`config.mk`:
```
export PLATFORM = sky130hd
export DESIGN_NAME = tail_light_monitor_flat
export DESIGN_NICKNAME = d
export VERILOG_FILES = /design/src/rtl/tail_light_pkg.sv /design/src/rtl/tail_light_monitor_if.sv /design/src/rtl/tail_light_monitor_sat_counter.sv /design/src/rtl/tail_light_monitor.sv /design/src/flat_wrapper.sv
export SDC_FILE = /design/constraint.sdc
export NUM_CORES = 1
export LEC_CHECK = 0
export BUFFER_PORTS_ARGS = -buffer_cell sky130_fd_sc_hd__buf_2
export CORE_ASPECT_RATIO = 2
export CORE_MARGIN = 8
export CORE_UTILIZATION = 55
export CTS_CLUSTER_DIAMETER = 200
export DETAILED_ROUTE_END_ITERATION = 7
export PLACE_DENSITY = 0.8
export SYNTH_ARGS = -nofsm -noshare
export SYNTH_HDL_FRONTEND = slang
export SYNTH_SLANG_ARGS = --single-unit
```
`constraint.sdc`:
```
create_clock -name clk -period 5.95 [get_ports clk]
set_clock_uncertainty 0.05 [all_clocks]
set_input_delay 1.19 -clock clk [delete_from_list [all_inputs] [get_ports clk]]
set_output_delay 1.19 -clock clk [all_outputs]
set_load 0.01 [all_outputs]
```
`src/rtl/tail_light_pkg.sv`:
```
// Shared definitions for the tail-light sequencer and its monitor.
// Latency: n/a (types and constants only).
// Backpressure: n/a.
package tail_light_pkg;

  // Light bus patterns, bit order LC LB LA RA RB RC (bit 5 down to bit 0)
  localparam logic [5:0] LG_OFF = 6'b000000;
  localparam logic [5:0] LG_L1  = 6'b001000;
  localparam logic [5:0] LG_L2  = 6'b011000;
  localparam logic [5:0] LG_L3  = 6'b111000;
  localparam logic [5:0] LG_R1  = 6'b000100;
  localparam logic [5:0] LG_R2  = 6'b000110;
  localparam logic [5:0] LG_R3  = 6'b000111;
  localparam logic [5:0] LG_HAZ = 6'b111111;

  typedef enum logic [1:0] {
    MODE_IDLE  = 2'd0,
    MODE_LEFT  = 2'd1,
    MODE_RIGHT = 2'd2,
    MODE_HAZ   = 2'd3
  } mode_t;

  typedef enum logic [1:0] {
    ERR_NONE      = 2'd0,
    ERR_BAD_START = 2'd1,
    ERR_BAD_STEP  = 2'd2,
    ERR_NO_GAP    = 2'd3
  } err_code_t;

endpackage

```
`src/rtl/tail_light_monitor_if.sv`:
```
// Observation bus between the light sequencer side and the monitor.
// Latency: n/a (wiring only).
// Backpressure: none; the monitor observes lg every cycle.
interface tail_light_monitor_if
  import tail_light_pkg::*;
#(
  parameter int CNT_W = 8
);
  logic [5:0]       lg;
  logic             clr;
  mode_t            mode;
  logic             done;
  mode_t            done_type;
  logic             err;
  err_code_t        err_code;
  logic [CNT_W-1:0] left_cnt;
  logic [CNT_W-1:0] right_cnt;
  logic [CNT_W-1:0] haz_cnt;
  logic [CNT_W-1:0] err_cnt;

  // Side driving the lights and reading back the verdicts
  modport master (
    output lg, clr,
    input  mode, done, done_type, err, err_code,
    input  left_cnt, right_cnt, haz_cnt, err_cnt
  );

  // Monitor side
  modport slave (
    input  lg, clr,
    output mode, done, done_type, err, err_code,
    output left_cnt, right_cnt, haz_cnt, err_cnt
  );
endinterface

```
`src/rtl/tail_light_monitor_sat_counter.sv`:
```
// Saturating event counter with synchronous clear.
// Latency: count visible one cycle after inc; clr wins over inc.
// Backpressure: none; holds at all-ones instead of wrapping.
module sat_counter #(
  parameter int W = 8
) (
  input  logic         clk,
  input  logic         reset,
  input  logic         clr,
  input  logic         inc,
  output logic [W-1:0] q
);

  // Count up on inc, stick at the maximum, clear takes priority
  always_ff @(posedge clk or posedge reset) begin
    if (reset) begin
      q <= '0;
    end else if (clr) begin
      q <= '0;
    end else if (inc && (q != '1)) begin
      q <= q + W'(1);
    end
  end

endmodule

```
`src/rtl/tail_light_monitor.sv`:
```
// Passive checker of the tail-light bus: tracks left/right/hazard sequences.
// Latency: lg sampled at edge k, state/pulses/counters visible after edge k.
// Backpressure: none; every sample is evaluated, no stalls.
module tail_light_monitor
  import tail_light_pkg::*;
#(
  parameter int CNT_W = 8
) (
  input logic                 clk,
  input logic                 reset,
  tail_light_monitor_if.slave bus
);

  typedef enum logic [2:0] {
    S_IDLE, S_L1, S_L2, S_R1, S_R2, S_W1, S_W2, S_GAP
  } state_t;

  state_t    state_q, state_d, idle_d, ok_next;
  logic      idle_bad;
  logic [5:0] exp_lg;
  logic      is_final;
  mode_t     fin_type;
  logic      done_d, err_d;
  mode_t     dtype_d;
  err_code_t ecode_d;
  mode_t     mode_q, dtype_q;
  logic      done_q, err_q;
  err_code_t ecode_q;

  function automatic mode_t mode_of(state_t s);
    case (s)
      S_L1, S_L2: mode_of = MODE_LEFT;
      S_R1, S_R2: mode_of = MODE_RIGHT;
      S_W1, S_W2: mode_of = MODE_HAZ;
      default:    mode_of = MODE_IDLE;
    endcase
  endfunction

  // How a sample would be judged from IDLE; reused by the GAP and mismatch paths
  always_comb begin
    idle_d   = S_IDLE;
    idle_bad = 1'b0;
    case (bus.lg)
      LG_OFF:  idle_d = S_IDLE;
      LG_L1:   idle_d = S_L1;
      LG_R1:   idle_d = S_R1;
      LG_HAZ:  idle_d = S_W1;
      default: idle_bad = 1'b1;
    endcase
  end

  // Expected pattern and successor for each mid-sequence state
  always_comb begin
    exp_lg   = LG_OFF;
    ok_next  = S_IDLE;
    is_final = 1'b0;
    fin_type = MODE_IDLE;
    case (state_q)
      S_L1: begin exp_lg = LG_L2;  ok_next = S_L2; end
      S_L2: begin exp_lg = LG_L3;  ok_next = S_GAP; is_final = 1'b1; fin_type = MODE_LEFT;  end
      S_R1: begin exp_lg = LG_R2;  ok_next = S_R2; end
      S_R2: begin exp_lg = LG_R3;  ok_next = S_GAP; is_final = 1'b1; fin_type = MODE_RIGHT; end
      S_W1: begin exp_lg = LG_OFF; ok_next = S_W2; end
      S_W2: begin exp_lg = LG_HAZ; ok_next = S_GAP; is_final = 1'b1; fin_type = MODE_HAZ;   end
      default: ;
    endcase
  end

  // Next state plus done/err verdict for the current sample
  always_comb begin
    state_d = state_q;
    done_d  = 1'b0;
    dtype_d = MODE_IDLE;
    err_d   = 1'b0;
    ecode_d = ERR_NONE;
    if (state_q == S_IDLE) begin
      state_d = idle_d;
      if (idle_bad) begin
        err_d   = 1'b1;
        ecode_d = ERR_BAD_START;
      end
    end else if (state_q == S_GAP) begin
      state_d = idle_d;
      if (bus.lg != LG_OFF) begin
        err_d   = 1'b1;
        ecode_d = ERR_NO_GAP;
      end
    end else if (bus.lg == exp_lg) begin
      state_d = ok_next;
      done_d  = is_final;
      dtype_d = fin_type;
    end else begin
      state_d = idle_d;
      err_d   = 1'b1;
      ecode_d = ERR_BAD_STEP;
    end
  end

  // State and registered outputs; reset drops any sequence in flight silently
  always_ff @(posedge clk or posedge reset) begin
    if (reset) begin
      state_q <= S_IDLE;
      mode_q  <= MODE_IDLE;
      done_q  <= 1'b0;
      dtype_q <= MODE_IDLE;
      err_q   <= 1'b0;
      ecode_q <= ERR_NONE;
    end else begin
      state_q <= state_d;
      mode_q  <= mode_of(state_d);
      done_q  <= done_d;
      dtype_q <= dtype_d;
      err_q   <= err_d;
      ecode_q <= ecode_d;
    end
  end

  assign bus.mode      = mode_q;
  assign bus.done      = done_q;
  assign bus.done_type = dtype_q;
  assign bus.err       = err_q;
  assign bus.err_code  = ecode_q;

  sat_counter #(.W(CNT_W)) u_left_cnt (
    .clk(clk), .reset(reset), .clr(bus.clr),
    .inc(done_d && (dtype_d == MODE_LEFT)), .q(bus.left_cnt)
  );

  sat_counter #(.W(CNT_W)) u_right_cnt (
    .clk(clk), .reset(reset), .clr(bus.clr),
    .inc(done_d && (dtype_d == MODE_RIGHT)), .q(bus.right_cnt)
  );

  sat_counter #(.W(CNT_W)) u_haz_cnt (
    .clk(clk), .reset(reset), .clr(bus.clr),
    .inc(done_d && (dtype_d == MODE_HAZ)), .q(bus.haz_cnt)
  );

  sat_counter #(.W(CNT_W)) u_err_cnt (
    .clk(clk), .reset(reset), .clr(bus.clr),
    .inc(err_d), .q(bus.err_cnt)
  );

endmodule
```
`src/flat_wrapper.sv`:
```
// flat-port wrapper written by rule: the top's interface ports become plain ports
module tail_light_monitor_flat import tail_light_pkg::*;
#(
  parameter int CNT_W = 8
)
  (clk, reset, bus_lg, bus_clr, bus_mode, bus_done, bus_done_type, bus_err, bus_err_code, bus_left_cnt, bus_right_cnt, bus_haz_cnt, bus_err_cnt);
  tail_light_monitor_if #(.CNT_W(CNT_W)) bus_i ();
  input logic clk;
  input logic reset;
  input wire logic [$bits(bus_i.lg)-1:0] bus_lg;
  input wire logic [$bits(bus_i.clr)-1:0] bus_clr;
  output wire logic [$bits(bus_i.mode)-1:0] bus_mode;
  output wire logic [$bits(bus_i.done)-1:0] bus_done;
  output wire logic [$bits(bus_i.done_type)-1:0] bus_done_type;
  output wire logic [$bits(bus_i.err)-1:0] bus_err;
  output wire logic [$bits(bus_i.err_code)-1:0] bus_err_code;
  output wire logic [$bits(bus_i.left_cnt)-1:0] bus_left_cnt;
  output wire logic [$bits(bus_i.right_cnt)-1:0] bus_right_cnt;
  output wire logic [$bits(bus_i.haz_cnt)-1:0] bus_haz_cnt;
  output wire logic [$bits(bus_i.err_cnt)-1:0] bus_err_cnt;
  assign bus_i.lg = bus_lg;
  assign bus_i.clr = bus_clr;
  assign bus_mode = bus_i.mode;
  assign bus_done = bus_i.done;
  assign bus_done_type = bus_i.done_type;
  assign bus_err = bus_i.err;
  assign bus_err_code = bus_i.err_code;
  assign bus_left_cnt = bus_i.left_cnt;
  assign bus_right_cnt = bus_i.right_cnt;
  assign bus_haz_cnt = bus_i.haz_cnt;
  assign bus_err_cnt = bus_i.err_cnt;
  tail_light_monitor #(.CNT_W(CNT_W)) u_core (.clk(clk), .reset(reset), .bus(bus_i));
endmodule
```
# Word level (Yosys, flattened, before mapping)
# Index checks and enable logic that the tools add are counted.
# op_classes
add_sub_neg	4
n_eq_ne	24
n_mux	33
n_reduce_logical	19
# ops
operator	n
8-bit two-way mux	8
8-bit by 1-bit adder with 8-bit output, second input constant	4
8-bit inequality test, second input constant	4
6-bit one-hot mux with 5 select lines	1
3-bit equality test, second input constant	7
2-bit two-way mux	7
3-bit by 2-bit equality test with 1-bit output, second input constant	4
2-bit one-hot mux with 3 select lines	2
3-bit one-hot mux with 4 select lines	1
1-bit two-way mux	10
3-bit two-way mux	3
3-bit one-hot mux with 3 select lines	1
2-bit nonzero test	4
1-bit logical AND	7
3-bit by 1-bit equality test with 1-bit output, second input constant	2
6-bit by 3-bit equality test with 1-bit output, second input constant	1
6-bit by 4-bit equality test with 1-bit output, second input constant	1
6-bit equality test	1
6-bit equality test, second input constant	1
6-bit zero test	1
6-bit nonzero test	1
2-bit OR reduction	3
2-bit equality test, second input constant	2
4-bit OR reduction	1
other kinds (3)	3
# totals
regBits	43
in_bits	9
out_inout_bits	40
elab_cells	90

# Logic depth before layout (Yosys ltp)
# Gate-level depths: netlist of the first run.
# depth
ltp_word	11
mapped_depth	11

# Hierarchy
# Synthesis of the first run repeated with hierarchy kept, for this count alone.
# unflattened
cells_unflattened	276
area_unflattened_um2	2720.1
# by_module_without_submodules
mod	instances	cells_each	area_each_um2
sat_counter	4	49	504.2
tail_light_monitor	1	80	703.2

# Worst setup path before layout of the first run
# Ideal clock, no wire load.
# synth_path
path_kind	input to register
start	input port bus_lg[3]
end	register u_core.mode_q[1], in the netlist u_core.bus.mode[1]
setup_time_ns	0.125
arrival_time_ns	3.150
t_required_ns	5.775
path_slack_ns	2.625
path_stages	10
n_path_buf	1
cell_sequence	or2_1 o211ai_1 nand4b_1 buf_4 nor2_1 nand2_1 o221a_2 ha_1 or3_1 mux2_2
# synth_via
elab_chain_cells	8
word_cells_on_any_way	18
classes_between	eq/ne: 10; mux: 5; reduce/logical: 3
# synth_lines
item	line_no	source
from (decl)	flat_wrapper.sv:10	input wire logic [$bits(bus_i.lg)-1:0] bus_lg;
6-bit equality test, or another cell as far along	tail_light_monitor.sv:43	case (bus.lg)
3-bit one-hot mux with 3 select lines	tail_light_monitor.sv:43	
3-bit two-way mux	tail_light_monitor.sv:88	end else if (bus.lg == exp_lg) begin
3-bit two-way mux	tail_light_monitor.sv:82	end else if (state_q == S_GAP) begin
3-bit two-way mux *	tail_light_monitor.sv:76	if (state_q == S_IDLE) begin
net u_core.state_d[0]	tail_light_monitor.sv:18	state_t state_q, state_d, idle_d, ok_next;
3-bit equality test, or another cell as far along	tail_light_monitor.sv:31	case (s)
2-bit OR reduction	tail_light_monitor.sv:31	
2-bit one-hot mux with 3 select lines *	tail_light_monitor.sv:31	
to (signal assigned)	tail_light_monitor.sv:110	mode_q <= mode_of(state_d);
to (decl)	tail_light_monitor.sv:26	mode_t mode_q, dtype_q;
# The timed path passes the listed nets; every way through them passes the cells marked *.
# A chain may end at the register's enable or synchronous reset.

# Final worst setup path of the first run
# Ends and elaborated chain as after synthesis.

==> flow_metrics.env, run 1 <==
export IMPL_pin_count=49
export IMPL_grt_ovfl_total=0
export IMPL_cts_clk_slew_worst_paths_ps=80
export IMPL_ys_warn_count=0
export IMPL_criticalPathCategory="in2reg"
export IMPL_synth_edff_count=0
export IMPL_fin_setup_tns_ps=0
export IMPL_fin_util_pct=66.0
export IMPL_post_synth_num_cell_types=53
export IMPL_leakage_nw=1.34
export IMPL_r2r_cells=9
export IMPL_n_fill_cell=386
export IMPL_status="finished, final reports clean"
export IMPL_r2r_slack_ps=2640
export IMPL_place_congestion=0.792
export IMPL_drt_pass1_iterations=4
export IMPL_layout_drive_gt1_share_pct=25.9
export IMPL_syn_to_final_growth_pct=14.6
export IMPL_finalCriticalPeriod_ps=3720
export IMPL_seqPwrFrac_pct=53.3
export IMPL_worstReg2RegEnd="u_core.bus.mode[1]"
export IMPL_cts_sinks=43
export IMPL_viasPerCell=6.05
export IMPL_critPathRequiredTime_ps=6090
export IMPL_hp_start="u_core.u_left_cnt.q[6]"
export IMPL_diodes=0
export IMPL_r2r_start="u_core.state_q[1]"
export IMPL_seq_area_frac_synth_pct=43.1
export IMPL_core_area_um2=4340
export IMPL_worst_slew_pin_slew_ps=697
export IMPL_maxSlewViolCount=0
export IMPL_via_count=2171
export IMPL_power_density_nw_per_um2=197
export IMPL_fp_dieH_um=111
export IMPL_drt_iter0_drc=71
export IMPL_dieArea_um2=7080
export IMPL_clk_latency_ps=300
export IMPL_worst_hold_path_type="reg2reg"
export IMPL_clockPowerShare_pct=39.3
export IMPL_worstSetupEndpointType="flip-flop"
export IMPL_synthCells=259
export IMPL_grt_pass1_vias=2252
export IMPL_wl_per_cell_um=15.9
export IMPL_synth_flop_cell="dfrtp_1"
export IMPL_syn_area_um2=2500
export IMPL_numCtsBuffers=5
export IMPL_worstSetupStartpointType="primary input"
export IMPL_max_freq_mhz=269
export IMPL_die_w_um=63.7
export IMPL_setup_viol=0
export IMPL_hold_buffers=0
export IMPL_hold_end="u_core.u_left_cnt.q[6]"
export IMPL_syn_avg_cell_area_um2=9.64
export IMPL_hold_viol_final=0
export IMPL_async_reset_ff_share_pct=100
export IMPL_track_usage_pct=16.9
export IMPL_grt_max_degree=44
export IMPL_switching_share_pct=23.2
export IMPL_ant_nets=0
export IMPL_cts_path_max_buffers=2
export IMPL_grt_pass1_wl_um=9870
export IMPL_antenna_found_initial=0
export IMPL_num_rows=34
export IMPL_p_comb_share_pct=7.4
export IMPL_cts_tree="built"
export IMPL_multi_input_area_um2=1330
export IMPL_post_dp_hpwl_um=4290
export IMPL_post_route_period_util_pct=62.5
export IMPL_drc=0
export IMPL_cts_root_buf="clkbuf_8"
export IMPL_h_tree_depth=2
export IMPL_post_cts_buffers=0
export IMPL_rsz0062_at_grt="false"
export IMPL_cts_resized=0
export IMPL_holdPathStages=2
export IMPL_synth_net_count=276
export IMPL_critical_path_max_fanout=12
export IMPL_initial_core_util_pct=57.6
export IMPL_final_nets=322
export IMPL_ir_worst_vdd_v=0.000199
export IMPL_power_switching_mw=0.131
export IMPL_final_seq_area_um2=1080
export IMPL_drv_cap=0
export IMPL_wl_um=5730
export IMPL_worstPathArrival_ps=3860
export IMPL_ys_ff_latch=43
export IMPL_port_buffer_count=48
export IMPL_slew_limit_headroom_pct=53.5
export IMPL_p_int_mw=0.433
[cells in the final DEF (no fill, tap or decap), types with 5 or more instances in the layout]
cell type / netlist / routed
mux2_2: 7 / 7
buf_2: 3 / 48
a21oi_1: 15 / 15
o21ai_0: 11 / 11
nor3_1: 6 / 6
or4_1: 5 / 5
or3_1: 8 / 8
nor2b_1: 11 / 11
inv_1: 8 / 8
clkbuf_8: 0 / 5
nor2_1: 27 / 27
dfrtp_1: 43 / 43
nand2_1: 12 / 12
nand4_1: 5 / 5
ha_1: 8 / 8
nand3_1: 16 / 16
xnor2_1: 6 / 6
[Yosys cell counts, types with 2 or more instances]
master     number  area, um^2
a2111oi_2       3        45.0
a211oi_1        3        22.5
a21oi_1        15        75.1
a31o_2          2        17.5
and2_1          2        12.5
and3_1          4        25.0
and4_1          2        17.5
buf_2           3        15.0
buf_4           2        15.0
clkbuf_1        5        18.8
dfrtp_1        43        1080
ha_1            8         100
inv_1           8        30.0
mux2_1          3        33.8
mux2_2          7        78.8
mux2i_1         3        30.0
nand2_1        12        45.0
nand3_1        16        80.1
nand4_1         5        31.3
nand4b_1        3        26.3
nor2_1         27         101
nor2b_1        11        68.8
nor3_1          6        30.0
nor4_1          4        25.0
o211ai_1        4        30.0
o21ai_0        11        55.1
o31ai_1         2        15.0
or2_2           4        25.0
or3_1           8        50.1
or4_1           5        37.5
xnor2_1         6        52.6
[cells by family (layout without fill, tap and decap cells)]
kind of cell | count (synthesis) | after routing | synth area share, %
and+or+nand+nor | 119 | 119 | 27.4
AOI/OAI and AO/OA | 50 | 50 | 13.8
DFF | 43 | 43 | 43.1
buffers and inverters | 19 | 65 | 3.61
muxes | 13 | 13 | 5.71
adders and majority gates | 8 | 8 | 4.01
xor gates and xnor gates | 7 | 7 | 2.45
[sequential cells by signal, indices dropped and copies added (netlist names)]
signal and cells:
u_core.u_left_cnt.q 8, u_core.u_err_cnt.q 8, u_core.bus.done_type 2, u_core.bus.err 1
u_core.u_right_cnt.q 8, u_core.u_haz_cnt.q 8, u_core.state_q 3, u_core.bus.mode 2
u_core.bus.err_code 2, u_core.bus.done 1
[how the worst max path moves through the flow]
stage / to / startpoint / slack, ps / depth (start not counted)
final: u_core.bus.mode[1] / bus_lg[3] / 2230 / 10
after global routing: u_core.bus.mode[1] / bus_lg[3] / 2010 / 10
after CTS: u_core.bus.mode[1] / bus_lg[3] / 2260 / 10
after detailed placement: u_core.bus.mode[1] / bus_lg[3] / 1960 / 10
after global placement: u_core.bus.mode[1] / bus_lg[3] / 2050 / 10
after floorplan: u_core.bus.mode[1] / bus_lg[3] / 2620 / 10
[layout make-up]
cell class              count  area share (%)
clock buffers               6            2.53
clock inverters             1            1.05
inverters                   8            1.05
multi-input cells         197            46.5
flip-flops and latches     43            37.6
well taps                  54            2.36
repair buffers             50            8.92
[power groups by stage]
stage	Clock, mW	Combinational (mW)	Sequential (mW)
2_1_floorplan	0	0.0264	0.306
3_3_place_gp	0	0.0412	0.306
3_5_place_dp	0	0.0426	0.306
4_1_cts	0.224	0.0426	0.300
5_1_grt	0.237	0.0479	0.301
6_report	0.221	0.0419	0.300
[routing by layer]
layer,global-route usage (%),share of wire (%)
met4,10.0,3.7
met3,4.55,5.0
met5,0,0
met1,16.3,37
met2,30.4,54
[through the flow]
step | std cells | hold WS (ps) | power [mW] | instance area [um^2] | setup WS, ps
CTS | 359 | 527 | 0.566 | 2860 | 2260
global placement | 352 | 501 | 0.347 | 2760 | 2050
global route | 359 | 563 | 0.586 | 2860 | 2010
finish | 359 | 535 | 0.563 | 2860 | 2230
detailed placement | 352 | 514 | 0.348 | 2760 | 1960
floorplan | 259 | 530 | 0.333 | 2500 | 2620
[critical path, stage by stage]
cell,delay (ps)
buf_2,120
nor4bb_1,300
a211oi_1,80
nand4b_1,540
nor2_1,500
nand2_1,130
o221a_2,170
ha_1,200
or3_1,360
mux2_2,260
Note: power is estimated with default switching activity, not from simulation.
==> run 2: changes to the inputs <==
--- a/config.mk
+++ b/config.mk
@@ -8,10 +8,10 @@
 export BUFFER_PORTS_ARGS = -buffer_cell sky130_fd_sc_hd__buf_2
 export CORE_ASPECT_RATIO = 2
 export CORE_MARGIN = 8
-export CORE_UTILIZATION = 55
+export CORE_UTILIZATION = 50
 export CTS_CLUSTER_DIAMETER = 200
 export DETAILED_ROUTE_END_ITERATION = 7
-export PLACE_DENSITY = 0.8
+export PLACE_DENSITY = 0.76
 export SYNTH_ARGS = -nofsm -noshare
 export SYNTH_HDL_FRONTEND = slang
 export SYNTH_SLANG_ARGS = --single-unit
==> constraint.sdc (replaced) <==
create_clock -name clk -period 3.1 [get_ports clk]
set_clock_uncertainty 0.05 [all_clocks]
set_input_delay 0.62 -clock clk [delete_from_list [all_inputs] [get_ports clk]]
set_output_delay 0.62 -clock clk [all_outputs]
set_load 0.01 [all_outputs]
==> run 2 against run 1 <==
Non-clock buffer count is 2 higher. Register-to-register slack worse by 2400 ps. Die area is 8.0% higher. Largest power group unchanged. Largest cell class unchanged. Clock power is 58% higher. Critical path type is now reg2reg. Hold slack worse by 290 ps. Core utilization is 7.1 points lower. Wire length is 0.98% higher.
==> flow_metrics.env, run 2 (synthesis results as in run 1) <==
export IMPL_core_area_um2=4860
export IMPL_slew_limit_headroom_pct=51.4
export IMPL_maxSlewViolCount=0
export IMPL_worstReg2RegEnd="u_core.bus.mode[1]"
export IMPL_post_layout_nonfiller_instances=365
export IMPL_diodes=0
export IMPL_initial_core_util_pct=51.3
export IMPL_leakage_nw=1.35
export IMPL_rsz0062_at_grt="false"
export IMPL_track_usage_pct=16.1
export IMPL_dieArea_um2=7650
export IMPL_wl_um=5780
export IMPL_max_freq_mhz=351
export IMPL_die_w_um=66.0
export IMPL_max_stage_delay_ps=570
export IMPL_worstSetupStartpointType="flip-flop"
export IMPL_r2r_start="u_core.state_q[1]"
export IMPL_dp_cells=357
export IMPL_fp_dieH_um=116
export IMPL_numCtsBuffers=5
export IMPL_grt_pass1_wl_um=10100
export IMPL_cts_path_max_buffers=2
export IMPL_final_common_cell="buf_2"
export IMPL_port_buffer_count=48
export IMPL_critPathRequiredTime_ps=3230
export IMPL_cpMaxStageDelayCell="dfrtp_1"
export IMPL_final_nets=324
export IMPL_grt_max_degree=42
export IMPL_hold_buffers=0
export IMPL_grt_pass1_vias=2137
export IMPL_cts_resized=0
export IMPL_n_fill_cell=470
export IMPL_post_route_period_util_pct=92.0
export IMPL_cts_sinks=43
export IMPL_viasPerCell=6.02
export IMPL_post_dp_hpwl_um=4400
export IMPL_setup_viol=0
export IMPL_drt_pass1_iterations=4
export IMPL_drv_cap=0
export IMPL_finalCriticalPeriod_ps=2850
export IMPL_num_rows=36
export IMPL_worstPathArrival_ps=2980
export IMPL_pin_count=49
export IMPL_critical_path_endpoint="u_core.bus.mode[1]"
export IMPL_worst_hold_path_type="in2async"
export IMPL_h_tree_depth=2
export IMPL_wl_per_cell_um=15.8
export IMPL_power_density_nw_per_um2=352
export IMPL_worst_slew_pin_slew_ps=729
export IMPL_criticalPathCategory="reg2reg"
export IMPL_crit_chain="or2_2 > a211oi_1 > nand4b_1 > nor2_1 > a31oi_1 > inv_1 > ha_1 > or3_1 > mux2_2"
export IMPL_ir_worst_vdd_v=0.000360
export IMPL_cts_root_buf="clkbuf_8"
export IMPL_grt_ovfl_total=0
export IMPL_syn_to_final_growth_pct=14.6
export IMPL_place_congestion=0.861
export IMPL_clk_latency_ps=300
export IMPL_cts_clk_slew_worst_paths_ps=90
export IMPL_hold_viol_final=0
export IMPL_layout_common_cells="48 x buf_2, 43 x dfrtp_1, 27 x nor2_1"
export IMPL_r2r_cells=9
export IMPL_status="finished, final reports clean"
export IMPL_via_count=2196
export IMPL_fin_setup_tns_ps=0
export IMPL_drc=0
export IMPL_ant_nets=0
export IMPL_post_cts_buffers=0
export IMPL_r2r_slack_ps=250
export IMPL_cts_tree="built"
export IMPL_worstSetupEndpointType="flip-flop"
export IMPL_critical_path_max_fanout=14
export IMPL_multi_input_area_um2=1330
export IMPL_drt_iter0_drc=106
export IMPL_critical_path_startpoint="u_core.state_q[1]"
export IMPL_layout_drive_gt1_share_pct=26.9
export IMPL_final_seq_area_um2=1080
export IMPL_antenna_found_initial=0
==> run 2: cell type report <==
type,instances,share of cell area (%)
Multi-Input combinational cell,197,46.5
Sequential cell,43,37.6
Timing Repair Buffer,52,9.44
Tap cell,57,2.49
Clock buffer,5,2.40
Inverter,8,1.05
Clock inverter,3,0.524
==> run 2: per-layer routing <==
layer / share of wire, % / vias to the layer above / GRT usage, %
li1: - / 1049 / -
met1: 40 / 1085 / 18.2
met2: 54 / 56 / 28.7
met3: 5.0 / 6 / 3.39
met4: 1.4 / 0 / 5.45
met5: 0 / - / 0
==> run 2: per-stage QoR <==
stage	total power, mW	setup slack, ps	area, um^2	hold WS, ps	util (%)
after global routing	1.06	84.4	2860	287	58.8
final	1.01	249	2860	246	58.8
after floorplan	0.639	330	2500	530	-
after global placement	0.669	192	2780	513	57.1
after detailed placement	0.671	192	2780	515	57.1
after CTS	1.02	253	2860	263	58.8
==> run 2: worst max-delay path: cells and delay by family (launching register included) <==
kind | cells | cell delay (ps)
DFF | 1 | 570
buffers and inverters | 1 | 130
and+or+nand+nor | 4 | 970
adders and majority gates | 1 | 190
AOI/OAI and AO/OA | 2 | 560
muxes | 1 | 260
==> run 2: worst min path at each step <==
stage	endpoint	slack, ps
2_1_floorplan	u_core.u_left_cnt.q[7]	530
5_1_grt	u_core.u_haz_cnt.q[6]	290
3_5_place_dp	u_core.u_haz_cnt.q[6]	520
6_report	u_core.u_haz_cnt.q[6]	250
4_1_cts	u_core.u_haz_cnt.q[6]	260
3_3_place_gp	u_core.u_left_cnt.q[1]	510
==> run 2: power breakdown <==
group          leakage, nW  switching, mW  internal [mW]
logic                0.714         0.0536         0.0287
registers            0.589        0.00899          0.567
clock network       0.0477          0.195          0.154
==> run 3: changes to the inputs <==
--- a/config.mk
+++ b/config.mk
@@ -8,10 +8,11 @@
 export BUFFER_PORTS_ARGS = -buffer_cell sky130_fd_sc_hd__buf_2
 export CORE_ASPECT_RATIO = 2
 export CORE_MARGIN = 8
-export CORE_UTILIZATION = 50
+export CORE_UTILIZATION = 51
 export CTS_CLUSTER_DIAMETER = 200
 export DETAILED_ROUTE_END_ITERATION = 7
-export PLACE_DENSITY = 0.76
+export PLACE_DENSITY = 0.77
 export SYNTH_ARGS = -nofsm -noshare
 export SYNTH_HDL_FRONTEND = slang
+export SYNTH_HIERARCHICAL = 1
 export SYNTH_SLANG_ARGS = --single-unit
==> run 3 against run 2 <==
Sequential power about the same. Register-to-register slack got worse by 140 ps. Critical endpoint is now u_core/bus.mode[1]. Critical path depth is the same. Largest power group unchanged.
==> flow_metrics.env, run 3 <==
export IMPL_h_tree_depth=2
export IMPL_rsz0062_at_grt="false"
export IMPL_num_rows=37
export IMPL_critical_path_max_fanout=6
export IMPL_hold_buffers=0
export IMPL_cts_resized=0
export IMPL_slew_limit_headroom_pct=52.1
export IMPL_fin_util_pct=61.3
export IMPL_cts_clk_slew_worst_paths_ps=80
export IMPL_ir_worst_vdd_v=0.000259
export IMPL_via_count=2330
export IMPL_multi_input_area_um2=1530
export IMPL_fin_area_um2=3150
export IMPL_async_reset_ff_share_pct=100
export IMPL_worst_hold_path_type="in2async"
export IMPL_status="finished, final reports clean"
export IMPL_ant_nets=0
export IMPL_diodes=0
export IMPL_drv_cap=0
export IMPL_final_seq_area_um2=1080
export IMPL_pin_count=49
export IMPL_cts_sinks=43
export IMPL_synth_flop_cell="dfrtp_1"
export IMPL_dp_cells=383
export IMPL_cts_root_buf="clkbuf_8"
export IMPL_grt_max_degree=41
export IMPL_initial_core_util_pct=52.9
export IMPL_die_w_um=67.6
export IMPL_core_area_um2=5140
export IMPL_holdWs_ps=253
export IMPL_clk_latency_ps=300
export IMPL_layout_drive_gt1_share_pct=30.0
export IMPL_post_synth_num_cell_types=43
export IMPL_hold_viol_final=0
export IMPL_r2r_cells=9
export IMPL_antenna_found_initial=0
export IMPL_syn_avg_cell_area_um2=9.86
export IMPL_place_congestion=0.917
export IMPL_setup_viol=0
export IMPL_dieArea_um2=8070
export IMPL_drc=0
export IMPL_critPathRequiredTime_ps=3230
export IMPL_post_cts_buffers=0
export IMPL_post_layout_nonfiller_instances=391
export IMPL_ys_ff_latch=43
export IMPL_cts_tree="built"
export IMPL_wl_um=6420
export IMPL_grt_pass1_wl_um=10500
export IMPL_dpl_cell_area_um2=3050
export IMPL_syn_area_um2=2720
export IMPL_post_route_period_util_pct=96.5
export IMPL_synth_area_leader_cell="dfrtp_1"
export IMPL_yosysTopAreaCellShare_pct=39.6
export IMPL_max_freq_mhz=334
export IMPL_fp_dieH_um=119
export IMPL_wl_per_cell_um=16.4
export IMPL_numCtsBuffers=5
export IMPL_drt_iter0_drc=141
export IMPL_ys_warn_count=6
export IMPL_port_buffer_count=48
export IMPL_seq_area_frac_synth_pct=39.6
export IMPL_worst_slew_pin_slew_ps=718
export IMPL_worstSetupStartpointType="flip-flop"
export IMPL_synth_edff_count=0
export IMPL_cts_path_max_buffers=2
export IMPL_synth_most_common_cell="dfrtp_1"
export IMPL_layout_common_cells="48 x buf_2, 43 x dfrtp_1, 27 x nor2_1"
export IMPL_leakage_nw=1.58
export IMPL_post_dp_hpwl_um=4900
export IMPL_maxSlewViolCount=0
export IMPL_ys_top_cells_by_area="dfrtp_1 40%, mux2_4 8.8%, nor2b_1 4.1%"
export IMPL_grt_pass1_vias=2348
export IMPL_grt_ovfl_total=0
export IMPL_drt_pass1_iterations=4
export IMPL_track_usage_pct=16.3
export IMPL_final_nets=349
export IMPL_finalCriticalPeriod_ps=2990
export IMPL_final_common_cell="buf_2"
export IMPL_viasPerCell=5.96
export IMPL_synth_net_count=293
export IMPL_synthCells=276
export IMPL_syn_to_final_growth_pct=15.8
export IMPL_criticalPathCategory="reg2reg"
export IMPL_worstSetupEndpointType="flip-flop"
export IMPL_worstPathArrival_ps=3120
export IMPL_power_density_nw_per_um2=333
export IMPL_r2r_slack_ps=110
export IMPL_n_fill_cell=453
export IMPL_synth_common_cells="43 x dfrtp_1, 27 x nor2_1, 24 x nand2_1"
run 3: layer usage:
metal	vias up	global-route usage (%)	routed length, um
met5	-	0	0
met4	0	8.56	190
met3	13	3.19	316
met2	64	29.0	3440
met1	1150	16.8	2470
li1	1103	-	-
run 3: worst paths after layout:
path / startpoint / endpoint
max: u_core/state_q[0] / u_core/bus.mode[1]
min: reset / u_core/u_right_cnt/q[2]
max reg2reg: u_core/state_q[0] / u_core/bus.mode[1]
min reg2reg: u_core/u_haz_cnt/q[1] / u_core/u_haz_cnt/q[1]
max in group asynchronous: reset / u_core/state_q[1]
min in group clk: u_core/u_haz_cnt/q[1] / u_core/u_haz_cnt/q[1]
run 3: area by class of cell:
type	count	share of cell area (%)
Clock buffer	8	3.18
Inverter	12	1.43
Multi-Input combinational cell	210	48.5
Sequential cell	43	34.2
Tap cell	58	2.30
Timing Repair Buffer	60	10.5
run 3: where the power goes:
| part | internal [mW] | switching, mW |
|---|---|---|
| registers | 0.568 | 0.00693 |
| logic | 0.0297 | 0.0533 |
| clock network | 0.203 | 0.187 |
| total | 0.801 | 0.247 |
run 3: kinds of logic after synthesis:
| group | Yosys count | share of synthesized area [%] |
|---|---|---|
| muxes | 21 | 10.7 |
| DFF | 43 | 39.6 |
| and+or+nand+nor | 126 | 24.9 |
| buffers and inverters | 23 | 4.32 |
| adders and majority gates | 8 | 3.68 |
| xor gates and xnor gates | 2 | 0.644 |
| AOI/OAI and AO/OA | 53 | 16.2 |
run 3: critical path, stage by stage (launching register included):
cell and delay (ps):
dfrtp_1 450, nor3b_1 200, or4_4 490, a222oi_1 380, buf_4 210, nand2_1 80, o21a_1 200, ha_1 190
or3_1 340, mux2_1 290
run 3: stage by stage:
stage | setup slack, ps | TNS [ps] | total power [mW]
5_1_grt | 58.4 | 0 | 1.10
4_1_cts | 143 | 0 | 1.06
2_1_floorplan | 85.5 | 0 | 0.637
6_report | 110 | 0 | 1.05
3_5_place_dp | 2.59 | 0 | 0.670
3_3_place_gp | -0.979 | -0.979 | 0.667
